--- config.mk ---
export PLATFORM = sky130hd
export DESIGN_NAME = cond_branch_unit_flat
export DESIGN_NICKNAME = d
export VERILOG_FILES = /design/src/rtl/cbu_pkg.sv /design/src/rtl/cond_branch_unit_if.sv /design/src/rtl/cond_eval.sv /design/src/rtl/cond_branch_unit.sv /design/src/flat_wrapper.sv
export SDC_FILE = /design/constraint.sdc
export NUM_CORES = 1
export LEC_CHECK = 0
export CORE_UTILIZATION = 47
export DETAILED_ROUTE_END_ITERATION = 10
export HOLD_SLACK_MARGIN = 0.12
export PLACE_DENSITY = 0.78
export SYNTH_ARGS = -nofsm -noshare
export SYNTH_HDL_FRONTEND = slang
export SYNTH_SLANG_ARGS = --single-unit
--- constraint.sdc ---
create_clock -name clk -period 1.8 [get_ports clk]
set_input_delay 0.27 -clock clk [delete_from_list [all_inputs] [get_ports clk]]
set_output_delay 0.27 -clock clk [all_outputs]
set_load 0.01 [all_outputs]
--- src/rtl/cbu_pkg.sv ---
// cbu_pkg: condition codes, FSM state type and CCR bit positions shared by the branch unit
package cbu_pkg;
  localparam logic [2:0] COND_ALWAYS = 3'd0;
  localparam logic [2:0] COND_EQ     = 3'd1;
  localparam logic [2:0] COND_NE     = 3'd2;
  localparam logic [2:0] COND_GT     = 3'd3;
  localparam logic [2:0] COND_LT     = 3'd4;
  localparam logic [2:0] COND_GE     = 3'd5;
  localparam logic [2:0] COND_LE     = 3'd6;
  localparam logic [2:0] COND_NEVER  = 3'd7;
  localparam int CCR_Z = 0;
  localparam int CCR_G = 1;
  localparam int CCR_L = 2;
  localparam int CCR_C = 3;
  typedef enum logic [1:0] {IDLE, WAIT_FLAGS, EVAL} state_t;
  function automatic logic needs_flags(input logic [2:0] cond);
    return cond != COND_ALWAYS && cond != COND_NEVER;
  endfunction
endpackage

--- src/rtl/cond_branch_unit_if.sv ---
// cond_branch_unit_if: branch request handshake (valid/ready, cond, target); master drives requests, slave accepts
interface cond_branch_unit_if #(parameter int PC_W = 8);
  logic br_valid;
  logic br_ready;
  logic [2:0] br_cond;
  logic [PC_W-1:0] br_target;
  modport master(output br_valid, br_cond, br_target, input br_ready);
  modport slave(input br_valid, br_cond, br_target, output br_ready);
endinterface

--- src/rtl/cond_eval.sv ---
// cond_eval: combinational branch condition check; cond + raw z/g/l flags (z dominates g, g dominates l) -> result
module cond_eval
  import cbu_pkg::*;
(
  input  logic [2:0] cond,
  input  logic       z,
  input  logic       g,
  input  logic       l,
  output logic       result
);
  logic g_eff, l_eff;
  always_comb begin
    g_eff = g & ~z;
    l_eff = l & ~z & ~g;
    result = 1'b0;
    case (cond)
      COND_ALWAYS: result = 1'b1;
      COND_EQ:     result = z;
      COND_NE:     result = ~z;
      COND_GT:     result = g_eff;
      COND_LT:     result = l_eff;
      COND_GE:     result = g_eff | z;
      COND_LE:     result = l_eff | z;
      default:     result = 1'b0;
    endcase
  end
endmodule

--- src/rtl/cond_branch_unit.sv ---
// cond_branch_unit: CCR + branch resolver; clk/rst, flag_valid+zf/cf/gf/lf in, step in, br handshake slave, pc/taken/done/ccr out
module cond_branch_unit
  import cbu_pkg::*;
#(
  parameter int PC_W = 8
) (
  input  logic                 clk,
  input  logic                 rst,
  input  logic                 flag_valid,
  input  logic                 zf,
  input  logic                 cf,
  input  logic                 gf,
  input  logic                 lf,
  input  logic                 step,
  cond_branch_unit_if.slave    br,
  output logic [PC_W-1:0]      pc,
  output logic                 taken,
  output logic                 done,
  output logic [3:0]           ccr
);
  state_t state, state_nxt;
  logic fresh, fresh_nxt, accept, result, done_nxt, taken_nxt;
  logic [3:0] ccr_nxt;
  logic [2:0] cond_q, cond_nxt;
  logic [PC_W-1:0] target_q, target_nxt, pc_nxt;
  cond_eval u_eval (
    .cond  (cond_nxt),
    .z     (ccr_nxt[CCR_Z]),
    .g     (ccr_nxt[CCR_G]),
    .l     (ccr_nxt[CCR_L]),
    .result(result)
  );
  assign br.br_ready = (state == IDLE) & ~rst;
  assign accept = br.br_ready & br.br_valid;
  always_comb begin
    ccr_nxt = ccr;
    if (flag_valid) begin
      ccr_nxt[CCR_Z] = zf;
      ccr_nxt[CCR_G] = gf;
      ccr_nxt[CCR_L] = lf;
      ccr_nxt[CCR_C] = cf;
    end
    cond_nxt = accept ? br.br_cond : cond_q;
    target_nxt = accept ? br.br_target : target_q;
    state_nxt = state;
    case (state)
      IDLE:       if (accept) state_nxt = (!needs_flags(br.br_cond) || fresh || flag_valid) ? EVAL : WAIT_FLAGS;
      WAIT_FLAGS: if (flag_valid) state_nxt = EVAL;
      default:    state_nxt = IDLE;
    endcase
    done_nxt = state_nxt == EVAL;
    taken_nxt = done_nxt & result;
    fresh_nxt = flag_valid | (fresh & ~(state == EVAL && needs_flags(cond_q)));
    pc_nxt = (state == EVAL) ? (taken ? target_q : pc + 1'b1)
           : (state == IDLE && !br.br_valid && step) ? pc + 1'b1 : pc;
  end
  always_ff @(posedge clk) begin
    if (rst) begin
      state <= IDLE;
      ccr <= '0;
      fresh <= 1'b0;
      cond_q <= '0;
      target_q <= '0;
      pc <= '0;
      done <= 1'b0;
      taken <= 1'b0;
    end else begin
      state <= state_nxt;
      ccr <= ccr_nxt;
      fresh <= fresh_nxt;
      cond_q <= cond_nxt;
      target_q <= target_nxt;
      pc <= pc_nxt;
      done <= done_nxt;
      taken <= taken_nxt;
    end
  end
endmodule

--- src/flat_wrapper.sv ---
// flat-port wrapper written by rule: the top's interface ports become plain ports
module cond_branch_unit_flat import cbu_pkg::*;
#(
  parameter int PC_W = 8
)
  (clk, rst, flag_valid, zf, cf, gf, lf, step, pc, taken, done, ccr, br_br_valid, br_br_cond, br_br_target, br_br_ready);
  cond_branch_unit_if #(.PC_W(PC_W)) br_i ();
  input  logic clk;
  input  logic rst;
  input  logic flag_valid;
  input  logic zf;
  input  logic cf;
  input  logic gf;
  input  logic lf;
  input  logic step;
  output logic [PC_W-1:0] pc;
  output logic taken;
  output logic done;
  output logic [3:0] ccr;
  input wire logic [$bits(br_i.br_valid)-1:0] br_br_valid;
  input wire logic [$bits(br_i.br_cond)-1:0] br_br_cond;
  input wire logic [$bits(br_i.br_target)-1:0] br_br_target;
  output wire logic [$bits(br_i.br_ready)-1:0] br_br_ready;
  assign br_i.br_valid = br_br_valid;
  assign br_i.br_cond = br_br_cond;
  assign br_i.br_target = br_br_target;
  assign br_br_ready = br_i.br_ready;
  cond_branch_unit #(.PC_W(PC_W)) u_core (.clk(clk), .rst(rst), .flag_valid(flag_valid), .zf(zf), .cf(cf), .gf(gf), .lf(lf), .step(step), .br(br_i), .pc(pc), .taken(taken), .done(done), .ccr(ccr));
endmodule
After elaboration in Yosys (flattened, before gate mapping). Index checks and enable logic that the tools add are counted.

Add/sub/neg operators: 1. Equal/unequal tests: 11. Muxes and demuxes: 10. Bitwise gates (word level): 14. Reductions and logical operators: 14.

Operator list (count): $mux 8 (3); $eq 3x3->1 const B (3); $add 8x1->8 const B (1); $and 1x1->1 (7); $pmux 1 s7 (1); $eq 3x2->1 const B (2); $mux 2 (3); $mux 3 (2); $ne 3x3->1 const B (2); $reduce_bool 3->1 (2); $logic_and 1x1->1 (5); $eq 2x2->1 const B (2); $not 1->1 (4); $pmux 2 s2 (1); $eq 3x1->1 const B (1); $logic_not 3->1 (1); $or 1x1->1 (3); $eq 2x1->1 const B (1); $logic_not 1->1 (2); $logic_not 2->1 (1); $logic_or 1x1->1 (2); $reduce_bool 2->1 (1).

Bits in registers: 28. Input port bits: 20. Output and inout bits: 15. Logic and storage cells: 59.

Logic depth before layout (Yosys ltp). Gate-level depths: netlist (run 1).

Depth in word-level cells: 10. Depth in mapped cells: 7. Depth with buffers taken out: 5.

Cells and area by module. Synthesis (run 1) repeated with hierarchy kept, for this count alone.

Cell total of the unflattened synthesis: 156. Area total of the unflattened synthesis: 1290.0 sq um.

Modules (own cells, without submodules): cond_branch_unit (instances 1, cells each 147, area each 1232.4 sq um, sequential area each 560.5 sq um); cond_eval (instances 1, cells each 9, area each 57.6 sq um, sequential area each 0.0 sq um).

Worst setup path before layout (run 1). Ideal clock, no wire load.

Kind: register -> register. Start point: register u_core.state[0]. End point: register u_core.taken. Library setup time: 116 ps. Arrival: 1448 ps. Data required time: 1684 ps. Path slack: 236 ps. Stages on the path, launching flop included: 8. Path buffers: 2. Period minus slack after synthesis: 1564 ps. Path through: dfxtp_1 -> buf_4 -> nor3_4 -> nand2_2 -> buf_4 -> a21boi_1 -> o221ai_1 -> o211a_1.

Cells in the longest elaborated chain, start to end: 7.

Ends and longest elaborated chain: from (decl) (line cond_branch_unit.sv:21) `state_t state, state_nxt;`; from (signal assigned) (line cond_branch_unit.sv:68) `state <= state_nxt;`; $logic_not 2->1 (*) (line cond_branch_unit.sv:33) `assign br.br_ready = (state == IDLE) & ~rst;`; $and 1x1->1 (*) (line cond_branch_unit.sv:33); named net br_br_ready (line flat_wrapper.sv:23) `output wire logic [$bits(br_i.br_ready)-1:0] br_br_ready;`; $and 1x1->1 (*) (line cond_branch_unit.sv:34) `assign accept = br.br_ready & br.br_valid;`; $mux 3 or $mux 2 (tied branches) (line cond_branch_unit.sv:43, cond_branch_unit.sv:47); $eq 3x3->1, or another cell as far along (line cond_eval.sv:16) `case (cond)`; $pmux 1 s7 or $eq 2x2->1 (tied branches) (line cond_eval.sv:16, cond_branch_unit.sv:51); $and 1x1->1 (*) (line cond_branch_unit.sv:52) `taken_nxt = done_nxt & result;`; to (signal assigned) (line cond_branch_unit.sv:75) `taken <= taken_nxt;`; to (decl) (line cond_branch_unit.sv:17) `output logic taken,`.

Mark *: on every way through the listed nets, which the timed path passes. The rest lies on a longest branch. A chain may end at the register's enable or synchronous reset.

Worst setup path in the final report (run 1).
Start point: register u_core.pc[0]. End point: output pc[0].

RTL lines: from (decl) (line cond_branch_unit.sv:16) `output logic [PC_W-1:0] pc,`; from (signal assigned) (line cond_branch_unit.sv:73) `pc <= pc_nxt;`; to (decl) (line flat_wrapper.sv:16) `output logic [PC_W-1:0] pc;`.

No word-level cell between the ends.

==> results of run 1 <==
## metrics by stage
| stage | setup TNS [ns] | hold slack, ns |
|---|---|---|
| 6_report | 0 | 0.461 |
| 5_1_grt | 0 | 0.472 |
| 4_1_cts | 0 | 0.455 |
| 3_5_place_dp | -0.311 | 0.448 |
| 3_3_place_gp | -0.191 | 0.449 |
| 2_1_floorplan | 0 | 0.406 |
## power breakdown
group | leakage, nW | internal (mW) | switching [mW]
Clock | 0.0279 | 0.225 | 0.194
Sequential | 0.229 | 0.653 | 0.0332
Combinational | 0.447 | 0.144 | 0.113
## state kept, by name (all words and copies together), names as in the netlist
| name | count |
|---|---|
| u_core.fresh | 1 |
| u_core.ccr | 4 |
| u_core.done | 1 |
| u_core.target_q | 8 |
| u_core.state | 2 |
| u_core.pc | 8 |
| u_core.taken | 1 |
| u_core.cond_q | 3 |
## synthesized netlist by cell type (4+ instances only)
| library cell | number | area share (%) |
|---|---|---|
| dfxtp_1 | 28 | 42 |
| nand2_1 | 26 | 7.4 |
| a21oi_1 | 17 | 6.4 |
| nor2_1 | 14 | 4.0 |
| mux2i_1 | 6 | 4.5 |
| nor3_1 | 6 | 2.3 |
| buf_2 | 4 | 1.5 |
| nand3_1 | 4 | 1.5 |
## layer usage
metal | part of all wire (%) | up-vias
li1 | - | 648
met5 | 0 | -
met1 | 45 | 603
met2 | 51 | 40
met3 | 3.7 | 2
met4 | 0.46 | 0
## how the worst max path moves through the flow
stage | from | to | slack, ns | depth (start not counted)
after CTS | u_core.pc[0] | pc[0] | 0.15 | 1
after floorplan | u_core.state[0] | u_core.taken | 0.24 | 7
after global routing | u_core.pc[0] | pc[0] | 0.09 | 1
after detailed placement | br_br_cond[2] | u_core.taken | -0.18 | 6
after global placement | br_br_cond[2] | u_core.taken | -0.14 | 6
final | u_core.pc[0] | pc[0] | 0.15 | 1
## final cells by class
class                           count  area, sq um
Multi-Input combinational cell    118          706
Clock inverter                      1         30.0
Timing Repair Buffer               48          444
Tap cell                           30         37.5
Clock buffer                        3         22.5
Inverter                            2         7.51
Fill cell                         224          759
Sequential cell                    28          561
## what timing repair did
item / in CTS / in global routing
hold buffers: 0 / 0
resized for setup: 1 / 0
endpoints found under the setup margin: 1 / 0
buffers inserted: 1 / 0
hold endpoints to repair: 0 / 0
## cell families (layout without fill, tap and decap cells)
family	count (synthesis)	in the layout	synth area share [%]
adder cells (fa/ha/maj)	1	1	0.942
multiplexers	6	6	4.52
XOR/XNOR	3	3	1.98
buffers and inverters	12	54	4.62
flip-flops	28	28	42.2
AND/OR/NAND/NOR	70	70	26.9
AO/OA/AOI/OAI	38	38	18.9
==> results.cfg, run 1 <==
[global_route]
met1_usage_pct = 27.6
grt-ovfl-total = 0
grt_use_total_pct = 23.6
grt_pass1_wl_um = 5020
use_met2_pct = 42.6
grt_pass1_vias = 1160
grt_antenna_before_repair = 0
met3_usage_pct = 3.55
busiest_layer = met2
grt_max_degree = 27

[place]
dp_slack_ns = -0.182
place_inst = 225
dp_hpwl_um = 2510
place_congestion = 0.832
place_area_sq_um = 1750
portBuffers = 34

[cells_and_area]
drive_gt1_share_pct = 11.5
utilization_pct = 70.4
mostFrequentLayoutCell = clkdlybuf4s50_1
instances_no_fill = 230
nets = 222
diodes = 0
design_area_sq_um = 1810
areaGrowthSynthToFinish_pct = 36.2
final_cell_mix = clkdlybuf4s50_1, dfxtp_1, nand2_1

[worst_setup_path]
worstPathArrival_ns = 1.38
slowest_delay_ns = 0.58
r2r_end = u_core.taken
worstSetupPathType = flop to primary output
slowest_stage = clkdlybuf4s50_1
reg2reg_from = u_core.state[0]
crit_family = buffers and inverters
endpoint_kind = primary output
critical_path_required_ns = 1.53
critPathLaunchType = flop
crit_chain = clkdlybuf4s50_1
critPathBufInv = 1
cp_max_fo = 7
r2r_cells = 6
rrSetupSlack_ns = 0.18

[timing]
fin_ws_ns = 0.153
hold_viol = 0
fmax_mhz = 607
rsz0062_at_grt = no
finClkSkew_ns = 0.00520
worst_pin_slew_ns = 0.375
fin_crit_ns = 1.65
period_share_pct = 91.5
relSlewSlack_pct = 75.0
drv_slew = 0
setup_viol = 0

[logic_synthesis]
synthDistinctLibCells = 41
ys_ff_latch = 28
ys.warnings.count = 0
synthCells = 158
seq_area_frac_synth_pct = 42.2
avgSynthCellArea_sq_um = 8.40
netlist_area_sq_um = 1330
yosys_most_used_dff = dfxtp_1
async_reset_ff_share_pct = 0
synth_fp_nets = 179
synth_edf_count = 0

[detailed_routing]
finalWirelength_um = 3290
routedWlPerCell_um = 14.3
drc = 0
dr.pass1.iters = 5
ant_nets = 0
routed-via-count = 1293
drtIter0Drc = 26
via_per_inst = 5.62

[run_status]
status = finished, final reports clean

[clock_network]
cts_tree = yes
clk_latency_ns = 0.33
htreeDepth = 1
cts_buffers = 3
clock-sinks = 28
path_clk_slew_ns = 0.16
cts-root-buf = clkbuf_4
cts.path.max_buffers = 2

[power]
power_density_nw_per_um2 = 754
leakage_nw = 0.704
vdd_drop_max_mv = 0.591
total_power_mw = 1.36

[hold_path]
hold_path_class = input port to flop
min_from = br_br_target[2]
whs_path_depth = 3
whs_endpoint = u_core.target_q[2]

[die]
core-area_sq_um = 2570
rows = 18
die_w_um = 55.1
start_util_pct = 51.7
die_area_sq_um = 3040
die_h_um = 55.1
ios = 35

[run]
cap_viol_max_count = 0
(Power assumes the default switching activity.)
==> run 2, diff against run 1 <==
--- a/config.mk
+++ b/config.mk
@@ -6,6 +6,7 @@
 export NUM_CORES = 1
 export LEC_CHECK = 0
 export CORE_UTILIZATION = 47
+export CTS_CLUSTER_DIAMETER = 100
 export DETAILED_ROUTE_END_ITERATION = 10
 export HOLD_SLACK_MARGIN = 0.12
 export PLACE_DENSITY = 0.78
==> results of run 2 <==
No change in the layout: final DEF, timing and power equal those of run 1.
